$ cat src/rtl/wb_port_arbiter_pkg.sv
// rtl/wb_port_arbiter_pkg.sv - shared types and constants for the writeback port arbiter
package wb_port_arbiter_pkg;

    localparam int DEF_BITS_SIZE = 32;
    localparam int DEF_BITS_REGS = 5;
    localparam int REG_ZERO      = 0;

    typedef enum logic [1:0] {
        ST_IDLE    = 2'b00,
        ST_PENDING = 2'b01,
        ST_FORCE   = 2'b10
    } arb_state_e;

endpackage

$ cat src/rtl/wb_hold_buffer.sv
// rtl/wb_hold_buffer.sv - one-entry {valid,rd,data} holding register for a deferred long-unit result
module wb_hold_buffer
    import wb_port_arbiter_pkg::*;
#(
    parameter int BITS_SIZE = DEF_BITS_SIZE,
    parameter int BITS_REGS = DEF_BITS_REGS
) (
    input  logic                 i_clk,
    input  logic                 i_reset,
    input  logic                 i_load,
    input  logic                 i_clear,
    input  logic [BITS_REGS-1:0] i_rd,
    input  logic [BITS_SIZE-1:0] i_data,
    output logic                 o_valid,
    output logic [BITS_REGS-1:0] o_rd,
    output logic [BITS_SIZE-1:0] o_data
);

    logic                 valid_q;
    logic [BITS_REGS-1:0] rd_q;
    logic [BITS_SIZE-1:0] data_q;

    // Clear wins over load so a discarded entry can never reappear.
    always_ff @(posedge i_clk) begin
        if (i_reset || i_clear) begin
            valid_q <= 1'b0;
            rd_q    <= '0;
            data_q  <= '0;
        end else if (i_load) begin
            valid_q <= 1'b1;
            rd_q    <= i_rd;
            data_q  <= i_data;
        end
    end

    assign o_valid = valid_q;
    assign o_rd    = rd_q;
    assign o_data  = data_q;

endmodule

$ cat src/rtl/wb_port_arbiter.sv
// rtl/wb_port_arbiter.sv - shares the register-file write port between pipeline writeback and a long-latency unit
module wb_port_arbiter
    import wb_port_arbiter_pkg::*;
#(
    parameter int BITS_SIZE = DEF_BITS_SIZE,
    parameter int BITS_REGS = DEF_BITS_REGS,
    parameter int MAX_WAIT  = 4,
    parameter int WAIT_BITS = 3
) (
    input  logic                 i_clk,
    input  logic                 i_reset,
    input  logic                 i_wb_reg_write,
    input  logic [BITS_REGS-1:0] i_wb_rd,
    input  logic [BITS_SIZE-1:0] i_wb_data,
    input  logic                 i_lu_valid,
    input  logic [BITS_REGS-1:0] i_lu_rd,
    input  logic [BITS_SIZE-1:0] i_lu_data,
    output logic                 o_lu_ready,
    output logic                 o_rf_we,
    output logic [BITS_REGS-1:0] o_rf_addr,
    output logic [BITS_SIZE-1:0] o_rf_data,
    output logic                 o_stall,
    output logic                 o_waw_drop,
    output logic                 o_busy
);

    arb_state_e           state_q, state_d;
    logic [WAIT_BITS-1:0] wait_q, wait_d;
    logic                 rf_we_q, rf_we_d;
    logic [BITS_REGS-1:0] rf_addr_q, rf_addr_d;
    logic [BITS_SIZE-1:0] rf_data_q, rf_data_d;
    logic                 waw_q, waw_d;

    logic                 buf_load, buf_clear, buf_valid;
    logic [BITS_REGS-1:0] buf_rd;
    logic [BITS_SIZE-1:0] buf_data;
    logic                 wb_eff, lu_eff;

    wb_hold_buffer #(
        .BITS_SIZE (BITS_SIZE),
        .BITS_REGS (BITS_REGS)
    ) u_hold (
        .i_clk   (i_clk),
        .i_reset (i_reset),
        .i_load  (buf_load),
        .i_clear (buf_clear),
        .i_rd    (i_lu_rd),
        .i_data  (i_lu_data),
        .o_valid (buf_valid),
        .o_rd    (buf_rd),
        .o_data  (buf_data)
    );

    assign wb_eff = i_wb_reg_write && (i_wb_rd != BITS_REGS'(REG_ZERO));
    assign lu_eff = i_lu_valid && (i_lu_rd != BITS_REGS'(REG_ZERO));

    always_comb begin
        state_d   = state_q;
        wait_d    = wait_q;
        rf_we_d   = 1'b0;
        rf_addr_d = rf_addr_q;
        rf_data_d = rf_data_q;
        waw_d     = 1'b0;
        buf_load  = 1'b0;
        buf_clear = 1'b0;
        case (state_q)
            ST_IDLE: begin
                if (wb_eff) begin
                    rf_we_d   = 1'b1;
                    rf_addr_d = i_wb_rd;
                    rf_data_d = i_wb_data;
                    // Same-cycle long-unit result to the same rd is the older write: drop it.
                    if (lu_eff && (i_lu_rd == i_wb_rd)) begin
                        waw_d = 1'b1;
                    end else if (lu_eff) begin
                        buf_load = 1'b1;
                        wait_d   = '0;
                        state_d  = ST_PENDING;
                    end
                end else if (lu_eff) begin
                    rf_we_d   = 1'b1;
                    rf_addr_d = i_lu_rd;
                    rf_data_d = i_lu_data;
                end
            end
            ST_PENDING: begin
                if (!wb_eff) begin
                    rf_we_d   = buf_valid;
                    rf_addr_d = buf_rd;
                    rf_data_d = buf_data;
                    buf_clear = 1'b1;
                    state_d   = ST_IDLE;
                end else begin
                    rf_we_d   = 1'b1;
                    rf_addr_d = i_wb_rd;
                    rf_data_d = i_wb_data;
                    if (i_wb_rd == buf_rd) begin
                        waw_d     = 1'b1;
                        buf_clear = 1'b1;
                        state_d   = ST_IDLE;
                    end else begin
                        wait_d = wait_q + 1'b1;
                        if ((int'(wait_q) + 1) >= (MAX_WAIT - 1)) begin
                            state_d = ST_FORCE;
                        end
                    end
                end
            end
            ST_FORCE: begin
                rf_we_d   = buf_valid;
                rf_addr_d = buf_rd;
                rf_data_d = buf_data;
                buf_clear = 1'b1;
                state_d   = ST_IDLE;
            end
            default: begin
                buf_clear = 1'b1;
                state_d   = ST_IDLE;
            end
        endcase
    end

    always_ff @(posedge i_clk) begin
        if (i_reset) begin
            state_q   <= ST_IDLE;
            wait_q    <= '0;
            rf_we_q   <= 1'b0;
            rf_addr_q <= '0;
            rf_data_q <= '0;
            waw_q     <= 1'b0;
        end else begin
            state_q   <= state_d;
            wait_q    <= wait_d;
            rf_we_q   <= rf_we_d;
            rf_addr_q <= rf_addr_d;
            rf_data_q <= rf_data_d;
            waw_q     <= waw_d;
        end
    end

    assign o_lu_ready = (state_q == ST_IDLE);
    assign o_stall    = (state_q == ST_FORCE);
    assign o_busy     = (state_q != ST_IDLE);
    assign o_rf_we    = rf_we_q;
    assign o_rf_addr  = rf_addr_q;
    assign o_rf_data  = rf_data_q;
    assign o_waw_drop = waw_q;

endmodule

$ cat config.mk
export PLATFORM = sky130hd
export DESIGN_NAME = wb_port_arbiter
export DESIGN_NICKNAME = d
export VERILOG_FILES = /design/src/rtl/wb_port_arbiter_pkg.sv /design/src/rtl/wb_hold_buffer.sv /design/src/rtl/wb_port_arbiter.sv
export SDC_FILE = /design/constraint.sdc
export NUM_CORES = 1
export LEC_CHECK = 0
export CORE_ASPECT_RATIO = 1.1
export CORE_MARGIN = 3
export CORE_UTILIZATION = 49
export CTS_CLUSTER_SIZE = 28
export DETAILED_ROUTE_END_ITERATION = 8
export PLACE_DENSITY = 0.79
export SKIP_LAST_GASP = 1
export SLEW_MARGIN = 20
export SYNTH_ARGS = -nofsm -noshare
export SYNTH_HDL_FRONTEND = slang
export SYNTH_SLANG_ARGS = --single-unit
export TNS_END_PERCENT = 100
$ cat constraint.sdc
create_clock -name i_clk -period 2.7 [get_ports i_clk]
set_clock_uncertainty 0.05 [all_clocks]
set_input_delay 0.27 -clock i_clk [delete_from_list [all_inputs] [get_ports i_clk]]
set_output_delay 0.27 -clock i_clk [all_outputs]
set_load 0.03 [all_outputs]
; Word level (Yosys, flattened, before mapping)
; Index checks and enable logic that the tools add are counted.
[op_classes]
addsub = 2
magnitude_cmp = 1
eq_ne = 11
muxes = 35
reduce_logical = 13
[op_table]
columns = cell, count
row1 = two-way mux 32 bit, 3
row2 = one-hot mux 32 bit (3 select lines), 1
row3 = two-way mux 3 bit, 5
row4 = two-way mux 5 bit, 3
row5 = one-hot mux 5 bit (3 select lines), 1
row6 = two-way mux 2 bit, 6
row7 = two-way mux 1 bit, 11
row8 = equality test 5 bit, 2
row9 = nonzero test 5 bit, 2
row10 = "inequality test 2 bit, second input constant", 3
row11 = one-hot mux 3 bit (2 select lines), 1
row12 = AND reduction 6 bit, 1
row13 = "adder 3 x 1 -> 4 bit, second input constant", 1
row14 = ">= comparator 4 x 2 -> 1 bit, second input constant", 1
row15 = "inequality test 2 x 1 -> 1 bit, second input constant", 2
row16 = "inequality test 4 bit, second input constant", 1
row17 = one-hot mux 1 bit (2 select lines), 2
row18 = one-hot mux 2 bit (2 select lines), 1
row19 = AND reduction 4 bit, 1
row20 = nonzero test 2 bit, 2
row21 = "adder 3 x 1 -> 3 bit, second input constant", 1
row22 = logical AND 1 bit, 3
row23 = "inequality test 3 x 1 -> 1 bit, second input constant", 1
row24 = one-hot mux 1 bit (3 select lines), 1
row25 = 6 further kinds, 6
[word_totals]
register_bits = 82
in_bits = 78
output_inout_bits = 42
wordCells = 71

; Depth between registers and ports, before layout
[depth]
word_depth = 6
ltp_mapped = 8
mapped_depth_nobuf = 6

; Hierarchy
; Synthesis repeated with hierarchy kept, for this count alone.
[unflattened]
cells_unflattened = 536
area_unflattened_um2 = 4674.5
[modules_own_cells]
columns = mod, n_inst, cells_each, area_per_inst_um2, seq_area_each_um2
row1 = wb_port_arbiter, 1, 413, 3314.4, 880.8
row2 = wb_hold_buffer, 1, 123, 1360.1, 760.7

; Least setup slack after synthesis
; OpenSTA, ideal clock, no wires.
[synth_path]
path_kind = flip-flop to flip-flop
startpoint = register state_q[0]
endpoint = register u_hold.data_q[18] (netlist: u_hold.o_data[18])
setup_ns = 0.117
t_arrival_ns = 1.949
t_required_ns = 2.533
path_slack_ns = 0.584
stages_incl_launch_ff = 9
path_buffers = 2
synth_period_minus_slack_ns = 2.116
cell_sequence = dfxtp_1 -> inv_1 -> ha_1 -> o211ai_1 -> a211oi_1 -> buf_2 -> buf_6 -> mux2i_1 -> nor2_1
[synth_between]
elab_chain_len = 3
word_cells_on_any_way = 5
classes_between = eq/ne (1) / mux (2) / reduce/logical (2)
[synth_rtl]
columns = item, line
row1 = "start, declared", wb_port_arbiter.sv:27  ; arb_state_e state_q, state_d;
row2 = "start signal, assigned", wb_port_arbiter.sv:132  ; state_q <= state_d;
row3 = logical NOT 2 bit (*), --
row4 = via o_lu_ready, wb_port_arbiter.sv:18  ; output logic o_lu_ready,
row5 = one-hot mux 1 bit (2 select lines), wb_port_arbiter.sv:66  ; case (state_q)
row6 = logical OR 1 bit, wb_hold_buffer.sv:25  ; if (i_reset || i_clear) begin
row7 = "end signal, assigned", wb_hold_buffer.sv:32  ; data_q <= i_data;
row8 = "end, declared", wb_hold_buffer.sv:21  ; logic [BITS_SIZE-1:0] data_q;
; The timed path passes the listed nets; every way through them passes the cells marked *.
; A chain may end at the register's enable or synchronous reset.

; Final worst setup path
[layout_path]
startpoint = register state_q[1]
endpoint = register u_hold.data_q[21] (netlist: u_hold.o_data[21])
[layout_between]
elab_chain_len = 3
word_cells_on_any_way = 5
classes_between = eq/ne (1) / mux (2) / reduce/logical (2)
[layout_rtl]
columns = item, line
row1 = equality test 2 x 1 -> 1 bit / logical NOT 2 bit (equally long branches), wb_port_arbiter.sv:66
row2 = one-hot mux 1 bit (2 select lines), wb_port_arbiter.sv:66
row3 = logical OR 1 bit, wb_hold_buffer.sv:25
; Several ways; a longest one is shown, not always the timed one.

==> results.sh <==
export IMPL_area_growth_pct=36.6
export IMPL_end_kind="flip-flop"
export IMPL_setup_violations=0
export IMPL_routabilityCongestion=0.872
export IMPL_slew_viol_final=0
export IMPL_grt_remaining_overflow=0
export IMPL_drc_errors=0
export IMPL_postRouteAntennaNets=0
export IMPL_io_pins=120
export IMPL_first_iter_violations=222
export IMPL_clk_pin_slew_ns=0.10
export IMPL_hold_buffers=0
export IMPL_max_freq_mhz=413
export IMPL_antenna_found_initial=0
export IMPL_status="completed"
export IMPL_cts_sinks=82
export IMPL_root_buffer="clkbuf_8"
export IMPL_synth_area_mm2=0.00434
export IMPL_synth_nets=602
export IMPL_worstSetupPathType="flip-flop to flip-flop"
export IMPL_arrival_ns=2.64
export IMPL_critPathMaxFanout=15
export IMPL_synth_edf_count=0
export IMPL_min_period_over_period=0.897
export IMPL_initial_utilization=0.510
export IMPL_worstPathRequired_ns=2.92
export IMPL_drt_total_wl_mm=13.1
export IMPL_internal_power_mw=2.43
export IMPL_ir_worst_vdd_mv=0.391
export IMPL_drt_pre_antenna_iters=5
export IMPL_post_route_util=0.697
export IMPL_powerDensity_mw_per_mm2=630
export IMPL_grt_usage=0.266
export IMPL_finalHoldViolCount=0
export IMPL_post_synth_main_area_contributors="dfxtp_1 38%, mux2i_1 9.0%, a32o_1 8.5%, o211ai_1 6.9%, nand2_1 6.0%"
export IMPL_hp_start="o_rf_addr[2]$_SDFFE_PP0P_"
export IMPL_core_area_mm2=0.00850
export IMPL_final_nets=712
export IMPL_grt_pass1_vias=4552
export IMPL_finalSetupTns_ns=0
export IMPL_viasPerCell=5.87
export IMPL_clk_latency_ns=0.37
export IMPL_synth_flop_cell="dfxtp_1"
export IMPL_synth_distinct_cells=41
export IMPL_rsz0062_at_grt="no"
export IMPL_port_buffers=119
export IMPL_htree_levels=3
export IMPL_startpoint="state_q[1]$_SDFFE_PP0P_"
export IMPL_cts_setup_buffers=0
export IMPL_cts_buffers=9
export IMPL_synth_area_leader_cell="dfxtp_1"
export IMPL_swShare=0.348
export IMPL_pre_cts_ws_ns=-0.0146
export IMPL_vias=4376
export IMPL_die_area_mm2=0.0100
export IMPL_layout_setup_ws_ns=0.279
export IMPL_hold_class="flip-flop to flip-flop"
export IMPL_dieWidth_um=95.7
export IMPL_syn_instance_count=519
export IMPL_holdPathEnd="o_rf_addr[2]$_SDFFE_PP0P_"
export IMPL_ys_async_sr_fraction=0
export IMPL_switchingPower_mw=1.30
export IMPL_slew_headroom=0.253
export IMPL_postSynthRegisterBits=82
export IMPL_cellLeakagePower_nw=2.07
export IMPL_dp_hpwl_mm=8.80
export IMPL_grt_max_degree=61
export IMPL_drive_above_1_share=0.0820
export IMPL_antenna_cells=0
export IMPL_synth_top_area_frac=0.379
export IMPL_maxCapViolCount=0
export IMPL_finalCriticalPeriod_ns=2.42
export IMPL_p_comb_frac=0.344
export IMPL_ff2ff_setup_slack_ns=0.28
export IMPL_wl_per_cell_um=17.6
export IMPL_placementRows=35
export IMPL_power_frac_clock=0.278
export IMPL_yosysSeqAreaShare=0.379
export IMPL_r2r_start="state_q[1]$_SDFFE_PP0P_"
export IMPL_cts_tree="done"
export IMPL_ys_warn_count=0
export IMPL_p_seq_frac=0.378
export IMPL_regToRegEndpoint="u_hold.o_data[21]$_SDFFE_PP0P_"
export IMPL_reg2reg_depth=7
export IMPL_avgSynthCellArea_um2=8.36
export IMPL_chipHeight_um=105
export IMPL_hold_depth=1
export IMPL_clock_path_buffers=2
export IMPL_cts_resized=0
export IMPL_grt_pass1_wl_mm=21.4
export IMPL_worst_pin_slew_ns=1.12
export IMPL_critPathLaunchType="flip-flop"
-- per-layer routing --
metal  routed length, µm  GRT usage
met5                   0          0
met1                5230      0.325
met4                 303      0.119
met2                6610      0.453
met3                 939     0.0425
-- per-stage QoR --
| stage | power, mW | cells | area (µm²) | hold slack [ns] |
|---|---|---|---|---|
| 5_1_grt | 3.89 | 745 | 5920 | 0.436 |
| 4_1_cts | 3.73 | 745 | 5920 | 0.423 |
| 3_3_place_gp | 2.67 | 729 | 5700 | 0.397 |
| 6_report | 3.73 | 745 | 5920 | 0.419 |
| 3_5_place_dp | 2.71 | 729 | 5700 | 0.403 |
| 2_1_floorplan | 2.20 | 519 | 4340 | 0.367 |
-- cell usage after synthesis (all sizes together) (4+ instances only) --
library cell  count
dfxtp            82
xor2              5
nand2            69
ha                5
mux2i            39
buf              32
clkbuf           12
o21ai             6
nand2b            5
xnor2             5
nand3            38
nor2             44
a21oi            33
a221o             4
a211oi            5
a32o             37
inv              40
o211ai           40
-- worst max-delay path, stage by stage (launching register included) --
cell	delay (ns)
dfxtp_1	0.34
inv_1	0.13
ha_2	0.29
o211ai_1	0.18
a211oi_4	0.79
buf_12	0.26
mux2i_1	0.22
nor2_1	0.06
-- state kept, by name (all words and copies together) (netlist names) --
signal,cells
u_hold.o_data,32
o_rf_we,1
wait_q,3
o_rf_addr,5
state_q,2
o_rf_data,32
o_waw_drop,1
u_hold.o_valid,1
u_hold.o_rd,5
-- how the worst max path moves through the flow --
| stage | endpoint | slack, ns |
|---|---|---|
| after global placement | o_rf_data[9]$_SDFFE_PP0P_ | 0.08 |
| after global routing | u_hold.o_data[22]$_SDFFE_PP0P_ | 0.12 |
| final | u_hold.o_data[21]$_SDFFE_PP0P_ | 0.28 |
| after detailed placement | u_hold.o_data[21]$_SDFFE_PP0P_ | -0.01 |
| after CTS | u_hold.o_data[21]$_SDFFE_PP0P_ | 0.27 |
| after floorplan | u_hold.o_data[18]$_SDFFE_PP0P_ | 0.58 |
-- cell type report --
class / instances / area [µm²]
fill: 691 / 2570
multi-input combinational: 353 / 2350
sequential: 82 / 1640
timing repair buffer: 143 / 1420
inverter: 40 / 150
tap: 111 / 139
clock buffer: 9 / 124
clock inverter: 7 / 101
-- cell usage in the layout (no fill, tap or decap), types with 4 or more instances in the layout --
cell type / count
a211oi_1: 4
a21oi_1: 32
a221o_1: 4
a32o_1: 37
buf_12: 4
buf_4: 20
clkbuf_8: 9
clkdlybuf4s50_1: 119
dfxtp_1: 82
inv_1: 40
mux2i_1: 39
nand2_1: 69
nand2b_1: 5
nand3_1: 38
nor2_1: 43
o211ai_1: 40
o21ai_0: 4
xnor2_1: 5
xor2_1: 5
-- logic make-up after synthesis --
logic type      Yosys count  share of synthesized area
flops                    82                      0.379
compound gates          135                      0.242
buf+inv                  84                     0.0892
xor+xnor                 10                     0.0202
fa+ha+maj                 5                     0.0144
mux                      40                     0.0926
simple gates            163                      0.163
-- power by group through the flow --
stage,clock [mW],sequential (mW),combinational (mW)
4_1_cts,1.04,1.41,1.28
6_report,1.04,1.41,1.28
3_5_place_dp,0,1.43,1.28
2_1_floorplan,0,1.59,0.608
5_1_grt,1.09,1.42,1.38
3_3_place_gp,0,1.43,1.24
No activity file was read; power rests on OpenSTA's default activity.
